===== src/rtl/halton_seq_gen.sv =====
// Radical-inverse (Halton / van der Corput) sample generator: base-BASE digit counter,
// weighted digit-reversed sum, 2-stage pipeline, ready/valid output. Optional SCRAMBLE_EN macro.
module halton_seq_gen #(
    parameter int BASE   = 3,
    parameter int DIGITS = 16,
    parameter int OUT_W  = 24,
    localparam int DIGIT_W = (BASE > 1) ? $clog2(BASE) : 1
) (
    input  logic                        clk,
    input  logic                        reset_n,
    input  logic                        seed_load,
    input  logic [DIGITS*DIGIT_W-1:0]   seed,
`ifdef SCRAMBLE_EN
    input  logic [DIGITS*DIGIT_W-1:0]   scramble_key,
`endif
    input  logic                        en,
    input  logic                        out_ready,
    output logic                        out_valid,
    output logic [OUT_W-1:0]            out,
    output logic                        wrap
);

    localparam int SUM_W = OUT_W + ((DIGITS > 1) ? $clog2(DIGITS) : 1);
    localparam int TAB_N = 1 << DIGIT_W;
    localparam logic [DIGIT_W:0]   BASE_C = (DIGIT_W+1)'(BASE);
    localparam logic [DIGIT_W-1:0] MAX_D  = DIGIT_W'(BASE - 1);

    function automatic logic [127:0] base_pow(input int e);
        logic [127:0] p;
        p = 128'd1;
        for (int i = 0; i < e; i++) begin
            p = p * 128'(BASE);
        end
        return p;
    endfunction

    // Round-half-up of d * 2^OUT_W / BASE^(k+1), done as floor((2n + den) / 2den).
    function automatic logic [OUT_W-1:0] weight(input int k, input int d);
        logic [127:0] den;
        logic [127:0] num;
        logic [127:0] q;
        den = base_pow(k + 1);
        num = 128'(d) << OUT_W;
        q   = ((num << 1) + den) / (den << 1);
        return q[OUT_W-1:0];
    endfunction

    logic [DIGIT_W-1:0] digit_reg  [DIGITS];
    logic [DIGIT_W-1:0] digit_next [DIGITS];
    logic [DIGIT_W-1:0] seed_digit [DIGITS];
    logic [DIGITS:0]    carry;
    logic [OUT_W-1:0]   w_reg      [DIGITS];
    logic [OUT_W-1:0]   w_next     [DIGITS];
    logic               v1_reg;
    logic               wrap1_reg;
    logic               wrap_pend_reg;
    logic               valid_reg;
    logic               wrap_reg;
    logic [OUT_W-1:0]   out_reg;
    logic [SUM_W-1:0]   sum_acc;
    logic [OUT_W-1:0]   sum_out;
    logic               stall;

`ifdef SCRAMBLE_EN
    logic [DIGIT_W-1:0] key_reg [DIGITS];
    logic [DIGIT_W-1:0] key_mod [DIGITS];
`endif

    assign stall    = valid_reg & ~out_ready;
    assign carry[0] = 1'b1;

    genvar gi;
    genvar gd;
    generate
        for (gi = 0; gi < DIGITS; gi++) begin : g_digit
            logic [DIGIT_W-1:0] seed_d;
            logic [DIGIT_W-1:0] lookup_d;
            logic [OUT_W-1:0]   wtab [TAB_N];

            // Digit k advances only when every lower digit is at BASE-1.
            assign carry[gi+1]     = carry[gi] & (digit_reg[gi] == MAX_D);
            assign digit_next[gi]  = !carry[gi] ? digit_reg[gi] :
                                     (digit_reg[gi] == MAX_D) ? '0 : digit_reg[gi] + 1'b1;

            assign seed_d          = seed[gi*DIGIT_W +: DIGIT_W];
            assign seed_digit[gi]  = ({1'b0, seed_d} < BASE_C) ? seed_d : '0;

`ifdef SCRAMBLE_EN
            logic [DIGIT_W-1:0] key_d;
            logic [DIGIT_W:0]   shift_sum;
            assign key_d       = scramble_key[gi*DIGIT_W +: DIGIT_W];
            assign key_mod[gi] = ({1'b0, key_d} >= BASE_C) ? DIGIT_W'({1'b0, key_d} - BASE_C) : key_d;
            assign shift_sum   = {1'b0, digit_reg[gi]} + {1'b0, key_reg[gi]};
            assign lookup_d    = (shift_sum >= BASE_C) ? DIGIT_W'(shift_sum - BASE_C)
                                                       : DIGIT_W'(shift_sum);
`else
            assign lookup_d    = digit_reg[gi];
`endif

            // Weight table is fully elaborated; unused codes above BASE-1 read as zero.
            for (gd = 0; gd < TAB_N; gd++) begin : g_tab
                localparam logic [OUT_W-1:0] WV = (gd < BASE) ? weight(gi, gd) : '0;
                assign wtab[gd] = WV;
            end

            assign w_next[gi] = wtab[lookup_d];
        end
    endgenerate

    always_comb begin
        sum_acc = '0;
        for (int k = 0; k < DIGITS; k++) begin
            sum_acc = sum_acc + SUM_W'(w_reg[k]);
        end
    end

    assign sum_out = (|sum_acc[SUM_W-1:OUT_W]) ? '1 : sum_acc[OUT_W-1:0];

    always_ff @(posedge clk or negedge reset_n) begin
        if (!reset_n) begin
            for (int k = 0; k < DIGITS; k++) begin
                digit_reg[k] <= '0;
                w_reg[k]     <= '0;
            end
            v1_reg        <= 1'b0;
            wrap1_reg     <= 1'b0;
            wrap_pend_reg <= 1'b0;
            valid_reg     <= 1'b0;
            wrap_reg      <= 1'b0;
            out_reg       <= '0;
        end else if (seed_load) begin
            for (int k = 0; k < DIGITS; k++) begin
                digit_reg[k] <= seed_digit[k];
            end
            v1_reg        <= 1'b0;
            wrap1_reg     <= 1'b0;
            wrap_pend_reg <= 1'b0;
            valid_reg     <= 1'b0;
            wrap_reg      <= 1'b0;
        end else if (!stall) begin
            for (int k = 0; k < DIGITS; k++) begin
                w_reg[k] <= w_next[k];
            end
            v1_reg    <= en;
            wrap1_reg <= en & wrap_pend_reg;
            out_reg   <= sum_out;
            valid_reg <= v1_reg;
            wrap_reg  <= wrap1_reg;
            if (en) begin
                for (int k = 0; k < DIGITS; k++) begin
                    digit_reg[k] <= digit_next[k];
                end
                // Remember a roll-over so the zero index it produced is tagged when sampled.
                wrap_pend_reg <= carry[DIGITS];
            end
        end
    end

`ifdef SCRAMBLE_EN
    always_ff @(posedge clk or negedge reset_n) begin
        if (!reset_n) begin
            for (int k = 0; k < DIGITS; k++) begin
                key_reg[k] <= '0;
            end
        end else if (seed_load) begin
            for (int k = 0; k < DIGITS; k++) begin
                key_reg[k] <= key_mod[k];
            end
        end
    end
`endif

    assign out_valid = valid_reg;
    assign out       = out_reg;
    assign wrap      = wrap_reg;

endmodule


===== config.mk =====
export PLATFORM = sky130hd
export DESIGN_NAME = halton_seq_gen
export DESIGN_NICKNAME = d
export VERILOG_FILES = /design/src/rtl/halton_seq_gen.sv
export SDC_FILE = /design/constraint.sdc
export NUM_CORES = 1
export LEC_CHECK = 0
export CORE_MARGIN = 2
export CORE_UTILIZATION = 61
export DETAILED_ROUTE_END_ITERATION = 6
export GPL_TIMING_DRIVEN = 0
export PLACE_DENSITY_LB_ADDON = 0.08
export SETUP_SLACK_MARGIN = 0.5
export SLEW_MARGIN = 20
export SYNTH_ARGS = -nofsm -noshare
export SYNTH_HDL_FRONTEND = slang
export SYNTH_SLANG_ARGS = --single-unit

===== constraint.sdc =====
create_clock -name clk -period 7 [get_ports clk]
set_input_delay 1.05 -clock clk [delete_from_list [all_inputs] [get_ports clk]]
set_output_delay 1.05 -clock clk [all_outputs]
set_load 0.05 [all_outputs]

==> key figures, run 1 <==
Run status
  • Status: finished clean

Clock tree
  • Worst skew pair latency: 0.37 ns
  • Clock sink count: 104
  • Clock buffer depth: 2
  • CTS tree: done
  • H-tree levels: 3
  • TritonCTS Buffers: 9
  • PostCTS Resize Cnt: 0
  • Hold Buf Count CTS: 0
  • CTS clk-pin slew, worst paths: 0.07 ns
  • Root buf cell: clkbuf_16
  • Post-CTS Setup Bufs: 0

Drt
  • Via Count: 7072
  • Final ANT Viol Nets: 0
  • Drt first pass iters: 5
  • Vias per cell: 5.582
  • Drt initial violations: 404
  • Wirelength, routed: 21.30 mm
  • Drc violations: 0
  • DR WL/cell: 16.81 um

Floorplanning
  • Initial Util: 61.93%
  • Die Wd: 130.5 um
  • Total die area: 17040 um^2
  • Row count: 46
  • Core box area: 15770 um^2
  • Io pins: 63
  • Die H: 130.5 um

STA
  • Setup TNS: 0 ns
  • Tmin final: 5.909 ns
  • Clk_skew: 0.01105 ns
  • Rel. slew slack: 51.25%
  • Worst slew pin tran: 0.7313 ns
  • Final setup fails: 0
  • Fin. max-slew vios: 0
  • RSZ-0062 raised after global routing: false
  • Final hold vios: 0
  • Part of the cycle the worst path needs: 84.42%
  • F_max: 169.2 MHz

Yosys
  • Synth Warn #: 0
  • Share of the synthesized area in the top cell type: 26.65%
  • Synth area leaders: dfrtp_1 (27%), fa_1 (24%), ha_1 (15%)
  • Synthesized net count: 1247
  • Fraction of registers with async set/reset: 100.0%
  • Synthesized instance count: 973
  • EDFF count, synth: 0
  • Top-count cell post-synth: inv_1
  • Post-synth cell types: 60
  • Average cell area after synthesis: 10.04 um^2
  • Synthesized area: 9767 um^2
  • Sequential area share after synthesis: 26.65%
  • Dominant synthesized flop cell: dfrtp_1
  • Seq cells post-synth: 104
  • Post-synth top cells: inv_1 (161), ha_1 (120), nand2_1 (118), fa_1 (117), dfrtp_1 (104)
  • Largest area contributor in the netlist: dfrtp_1

Global route
  • Vias in the first global route: 7028
  • Initial antenna violation count: 0
  • Largest net degree at the start of global routing: 80
  • First-pass GRT wire length: 34.68 mm
  • Total grt overflow: 0
  • Global Route Usage Sum: 26.74%

Final layout
  • Antenna Diode Count: 0
  • Synthesis-to-finish area growth: 12.49%
  • Largest register FFs: 43
  • Layout cell share with drive strength beyond 1: 4.662%
  • # nets final: 1320

Hold path
  • Hold Path Class: register to register

Setup path
  • Most used cell, CP: fa_1
  • CP peak stage delay: 0.59 ns
  • CP max stage cell: fa_1
  • Critical path peak fanout: 10
  • Worst path cell trace: inv_1 -> fa_1 -> fa_1 -> inv_1 -> fa_1 -> fa_1 -> inv_1 -> fa_1 -> inv_1 -> ha_1 -> o21ai_0 -> nor2b_1 -> a311oi_2 -> o21ai_2 -> a41oi_2 -> xnor2_1 -> o211ai_4 -> buf_6 -> o22a_1
  • Critical path capture point type: register
  • R2R Setup Slk: 1.09 ns
  • Worst path required time: 7.25 ns
  • Crit path launch type: register
  • Crit Path Category: register to register
  • Worst EP arrival: 6.16 ns

Placed design
  • Routability cong.: 0.9002
  • Port-buffer cells: 61
  • Post-DP HPWL: 17.57 mm

Flow run
  • Max-cap viol count: 0
routing by layer:
layer	share of wire, %	GRT usage (%)	wire length, um
met1	46	39.22	9766
met4	1.4	7.196	308
met5	0	0	0
met3	4.7	4.397	1007
met2	48	41.91	10220
cell usage in the layout, fill, tap and decap left out, types with 15 or more instances in the layout:
cell type and instances:
nor2_1 39, o21ai_0 54, a21oi_1 60, clkdlybuf4s50_1 60, o22a_1 20, nand2_1 118, xnor2_1 15, inv_1 161
dfrtp_1 104, fa_1 117, ha_1 120
kinds of logic (layout without fill, tap and decap cells):
kind of cell               after synthesis  after routing  synth area share [%]
DFF                                    104            104                 26.65
adders and majority gates              237            237                 39.35
buffers and inverters                  186            264                 7.443
AOI/OAI and AO/OA                      188            188                 12.58
xor gates and xnor gates                25             25                 2.242
and+or+nand+nor                        217            217                 10.07
muxes                                   16             16                 1.665
per-stage QoR:
stage	hold WS (ns)	setup WS, ns	util (%)	cells	cell area, um^2
floorplan	0.4659	1.740	-	973	9767
global placement	0.4907	0.8458	67.52	1250	10650
detailed placement	0.4961	1.121	67.70	1251	10680
CTS	0.5111	1.113	69.67	1267	10990
global route	0.5238	0.7934	69.67	1267	10990
finish	0.5057	1.091	69.67	1267	10990
critical path, delay by kind of cell, from the launching register on:
family                     cells  cell delay (ns)
AOI/OAI and AO/OA              6             1.17
xor gates and xnor gates       1             0.26
adders and majority gates      6             3.04
buffers and inverters          5             0.59
DFF                            1             0.51
and+or+nand+nor                1             0.21
layout make-up:
cell class	instances	area, um^2
buffer	23	115.1
clock buffer	10	239.0
clock inverter	6	71.32
fill	1256	4783
inverter	163	611.8
multi-input combinational	683	6437
sequential	104	2603
tap	216	270.3
timing repair buffer	62	639.4
worst paths after layout:
| path | from | end | depth (start not counted) |
|---|---|---|---|
| max in group asynchronous | reset_n | g_digit[1].lookup_d[0] | 2 |
| worst min-delay path | out[13] | out[13] | 1 |
| worst min register to register | out[13] | out[13] | 1 |
| min in group asynchronous | reset_n | w_reg[176] | 1 |
| worst max register to register | w_reg[176] | out[9] | 19 |
| worst max-delay path | w_reg[176] | out[9] | 19 |
Power of run 1 is not shown: default switching activity piles up to over one toggle a cycle in this logic, so the estimate is an artifact.
==> run 2: changes to the inputs <==
- CORE_UTILIZATION: 61 -> 55
- clock period: 7 -> 5.2 ns (I/O delays scaled with it)
==> run 2 against run 1 <==
  * The run now ends with setup timing left
  * Critical path depth unchanged
  * First-iteration DRC count down 6.9%
  * Die area grew 11%
  * Critical path type unchanged
==> key figures, run 2 (synthesized netlist as in run 1, its figures left out) <==
Final layout
  • Antenna Diode Count: 0
  • Post-route non-filler standard cell count: 1293
  • Most common cell after layout, fill and taps aside: inv_1
  • # nets final: 1337
  • Commonest cells after routing, fill and taps aside: inv_1 (147), nand2_1 (118), ha_1 (116)
  • Layout cell share with drive strength beyond 1: 10.21%
  • Largest register FFs: 43
  • Synthesis-to-finish area growth: 15.82%
  • Post-layout instance area: 11310 um^2
  • Filler instances: 1451

Drt
  • Wirelength, routed: 22.06 mm
  • Via Count: 7056
  • Vias per cell: 5.457
  • DR WL/cell: 17.06 um
  • Final ANT Viol Nets: 0
  • Drt first pass iters: 5
  • Drt initial violations: 376
  • Drc violations: 0

Setup path
  • Critical path capture point type: register
  • Critical path peak fanout: 7
  • Crit path launch type: register
  • Reg2Reg Depth: 19
  • Reg-to-reg critical path endpoint: out[12]
  • Worst path required time: 5.45 ns
  • Crit Path Category: register to register
  • Reg-to-Reg Start: w_reg[254]
  • R2R Setup Slk: -0.28 ns
  • Worst setup path start: w_reg[254]
  • CP endpoint: out[12]
  • Worst EP arrival: 5.72 ns

STA
  • RSZ-0062 raised after global routing: true
  • Fin. max-slew vios: 0
  • Clk_skew: 0.01133 ns
  • Rel. slew slack: 49.93%
  • F_max: 182.6 MHz
  • Worst slew pin tran: 0.7510 ns
  • Part of the cycle the worst path needs: 105.3%
  • Tmin final: 5.476 ns
  • Final Worst Setup Slack: -0.2760 ns
  • Final hold vios: 0
  • Hold slack: 0.2839 ns
  • Final setup fails: 24

Placed design
  • Pre-CTS worst setup slack: -0.3763 ns
  • Routability cong.: 0.8682
  • Port-buffer cells: 61
  • Post-Place Cells: 1260
  • Placed Instance Area: 10760 um^2
  • Post-DP HPWL: 17.71 mm

Clock tree
  • TritonCTS Buffers: 9
  • CTS tree: done
  • H-tree levels: 3
  • Clock buffer depth: 2
  • Clock sink count: 104
  • Hold Buf Count CTS: 0
  • Worst skew pair latency: 0.37 ns
  • CTS clk-pin slew, worst paths: 0.08 ns
  • Root buf cell: clkbuf_16

Floorplanning
  • Row count: 48
  • Total die area: 18840 um^2
  • Initial Util: 56.27%
  • Die H: 137.3 um
  • Die Wd: 137.3 um
  • Io pins: 63
  • Core box area: 17360 um^2

Global route
  • Initial antenna violation count: 0
  • Global Route Usage Sum: 25.79%
  • Largest net degree at the start of global routing: 79
  • Total grt overflow: 0
  • Vias in the first global route: 7242
  • First-pass GRT wire length: 36.89 mm

Run status
  • Failing checks: setup timing
  • Status: finished with violations

Hold path
  • Hold Path Class: input pin to async pin

Flow run
  • Max-cap viol count: 0
-- run 2: changes by cell type in the layout (fill, tap and decap cells not counted), moves of 3 or more --
cell     change
inv_2       +12
dfrtp_2     +12
a21oi_2      +3
ha_4         +4
a21oi_1      -3
buf_4       +13
dfrtp_1     -14
buf_6        +3
inv_1       -14
ha_1         -4
-- run 2: critical path, cell delays in order (launching register included) --
cell and delay (ns):
dfrtp_2 0.49, fa_1 0.52, inv_1 0.05, fa_1 0.49, inv_2 0.04, fa_1 0.52
inv_1 0.05, fa_1 0.47, fa_1 0.51, inv_2 0.04, fa_2 0.34, a21o_1 0.18
nand4_1 0.17, a31oi_2 0.13, o2111ai_2 0.29, a31oi_2 0.16, a221oi_2 0.32, o211ai_4 0.21
buf_6 0.19, o22a_1 0.17
-- run 2: what timing repair did --
item | CTS | global route
endpoints found under the setup margin | 24 | 24
gates cloned | 1 | 1
resized for setup | 24 | 12
pin swaps | 19 | 13
setup buffers | 12 | 3
-- run 2: area by class of cell --
cell class	count	area [um^2]	area share, %
sequential	104	2625	23.21
clock inverter	6	97.59	0.8627
buffer	23	115.1	1.018
clock buffer	10	229.0	2.024
tap	225	281.5	2.489
timing repair buffer	79	790.8	6.990
inverter	163	616.8	5.453
multi-input combinational	683	6556	57.96
-- run 2: stage by stage --
step / TNS (ns) / util (%)
2_1_floorplan: 0 / -
3_3_place_gp: -87.93 / 61.85
3_5_place_dp: -8.157 / 62.02
4_1_cts: -4.164 / 64.79
5_1_grt: -10.71 / 65.17
6_report: -5.846 / 65.17
-- run 2: worst min-delay path by stage --
| stage | from | to | slack [ns] | cells after the start |
|---|---|---|---|---|
| after floorplan | w_reg[360] | w_reg[360] | 0.47 | 2 |
| after global placement | v1_reg | out_valid | 0.48 | 2 |
| after detailed placement | v1_reg | out_valid | 0.48 | 2 |
| after CTS | reset_n | out[3] | 0.28 | 1 |
| after global routing | reset_n | out[2] | 0.29 | 1 |
| final | reset_n | w_reg[176] | 0.28 | 1 |
-- run 2: metal layers --
metal,track usage (%),vias up,part of all wire [%]
met5,0,-,0
met4,4.410,0,0.89
met3,4.967,15,4.3
met2,41.07,120,48
met1,37.45,3566,47
li1,-,3355,-
Power of run 2 is left out for the same reason.
==> run 3: changes to the inputs <==
- CORE_UTILIZATION: 55 -> 57
- CTS_BUF_LIST: not set -> sky130_fd_sc_hd__clkbuf_4 sky130_fd_sc_hd__clkbuf_8
==> run 3 against run 2 <==
  * Hold slack worse by 0.060 ns
  * Sequential cell count stayed put
  * The flow still finishes with violations (setup timing)
  * Highest routed layer unchanged
  * Register-to-register slack better by 0.05 ns
==> key figures, run 3 (synthesized netlist as in run 1, its figures left out) <==
Clock tree
  • Clock sink count: 104
  • Worst skew pair latency: 0.41 ns
  • Clock buffer depth: 2
  • TritonCTS Buffers: 9
  • CTS tree: done
  • CTS clk-pin slew, worst paths: 0.11 ns
  • Hold Buf Count CTS: 0
  • Root buf cell: clkbuf_8
  • H-tree levels: 3

Global route
  • First-pass GRT wire length: 35.67 mm
  • Met2 Use GR: 40.69%
  • Largest net degree at the start of global routing: 79
  • GRT busiest layer: met2
  • Met3 usage: 3.566%
  • Vias in the first global route: 7125
  • Initial antenna violation count: 0
  • GR Util met1: 37.31%
  • Total grt overflow: 0
  • Global Route Usage Sum: 25.46%

Setup path
  • Worst EP arrival: 5.72 ns
  • Crit Path Category: register to register
  • Worst path required time: 5.50 ns
  • Critical path capture point type: register
  • Crit path launch type: register
  • Critical path peak fanout: 6

Drt
  • Drt first pass iters: 5
  • DR WL/cell: 16.82 um
  • Final ANT Viol Nets: 0
  • Drc violations: 0
  • Wirelength, routed: 21.56 mm
  • Via Count: 7035
  • Drt initial violations: 330
  • Vias per cell: 5.488

Placed design
  • Post-DP HPWL: 17.48 mm
  • Post-Place Cells: 1255
  • Routability cong.: 0.8913
  • Placed Instance Area: 10760 um^2
  • Port-buffer cells: 61

Final layout
  • Post-layout instance area: 11150 um^2
  • Filler instances: 1347
  • Most common cell after layout, fill and taps aside: inv_1
  • Synthesis-to-finish area growth: 14.17%
  • Core Util, Final: 67.00%
  • Commonest cells after routing, fill and taps aside: inv_1 (148), nand2_1 (118), fa_1 (114)
  • Post-route non-filler standard cell count: 1282
  • Antenna Diode Count: 0
  • Largest register FFs: 43
  • # nets final: 1331
  • Layout cell share with drive strength beyond 1: 10.36%

STA
  • Final setup fails: 24
  • Rel. slew slack: 54.29%
  • F_max: 184.4 MHz
  • Fin. max-slew vios: 0
  • Tmin final: 5.423 ns
  • Worst slew pin tran: 0.6856 ns
  • Hold slack: 0.2238 ns
  • Part of the cycle the worst path needs: 104.3%
  • RSZ-0062 raised after global routing: true
  • Clk_skew: 0.01188 ns
  • Final Worst Setup Slack: -0.2231 ns
  • Final hold vios: 0

Floorplanning
  • Row count: 47
  • Initial Util: 58.69%
  • Total die area: 18200 um^2
  • Die H: 134.9 um
  • Io pins: 63
  • Die Wd: 134.9 um
  • Core box area: 16640 um^2

Run status
  • Failing checks: setup timing
  • Status: finished with violations

Flow run
  • Max-cap viol count: 0

Hold path
  • Hold Path Class: input pin to async pin
run 3: metrics by stage:
stage,TNS [ns],worst slack (ns)
2_1_floorplan,0,0.2210
3_3_place_gp,-86.14,-1.153
3_5_place_dp,-7.915,-0.3621
4_1_cts,-4.312,-0.2131
5_1_grt,-8.443,-0.3826
6_report,-4.448,-0.2231
run 3: worst max-delay path, stage by stage (launching register included):
cell	delay, ns
dfrtp_2	0.50
fa_1	0.54
inv_2	0.04
fa_1	0.48
inv_1	0.05
fa_1	0.47
inv_1	0.05
fa_1	0.46
fa_1	0.53
inv_2	0.05
fa_2	0.33
a21o_1	0.18
nand4_1	0.19
a31oi_2	0.14
o2111ai_2	0.27
a31oi_2	0.16
a221oi_2	0.33
o211ai_4	0.18
buf_4	0.18
o22a_2	0.17
run 3: metal layers:
metal  up-vias  part of all wire, %
met3        17                  3.8
met5         -                    0
met4         0                  1.1
li1       3335                    -
met1      3571                   47
met2       112                   48
run 3: timing repair:
action	in CTS	in global routing
gates resized for setup	20	16
pin swaps	13	4
cloned	1	0
hold endpoints to repair	0	0
endpoints found under the setup margin	24	24
buffers inserted	8	2
run 3: worst paths after layout:
kind / startpoint / end / slack (ns) / depth (start not counted)
setup / recovery: w_reg[254] / out[1] / -0.22 / 19
min in group clk: out[2] / out[2] / 0.52 / 1
setup reg to reg: w_reg[254] / out[1] / -0.22 / 19
max in group asynchronous: reset_n / g_digit[12].lookup_d[1] / 4.29 / 2
hold / removal: reset_n / out[3] / 0.22 / 1
hold reg to reg: out[2] / out[2] / 0.52 / 1
run 3: layout make-up:
class | count | area [um^2] | share of cell area [%]
sequential | 104 | 2621 | 23.51
buffer | 23 | 115.1 | 1.032
timing repair buffer | 73 | 725.7 | 6.508
clock inverter | 7 | 90.09 | 0.8079
tap | 220 | 275.3 | 2.469
multi-input combinational | 683 | 6583 | 59.03
inverter | 163 | 616.8 | 5.532
clock buffer | 9 | 123.9 | 1.111
Power of run 3 is left out for the same reason.
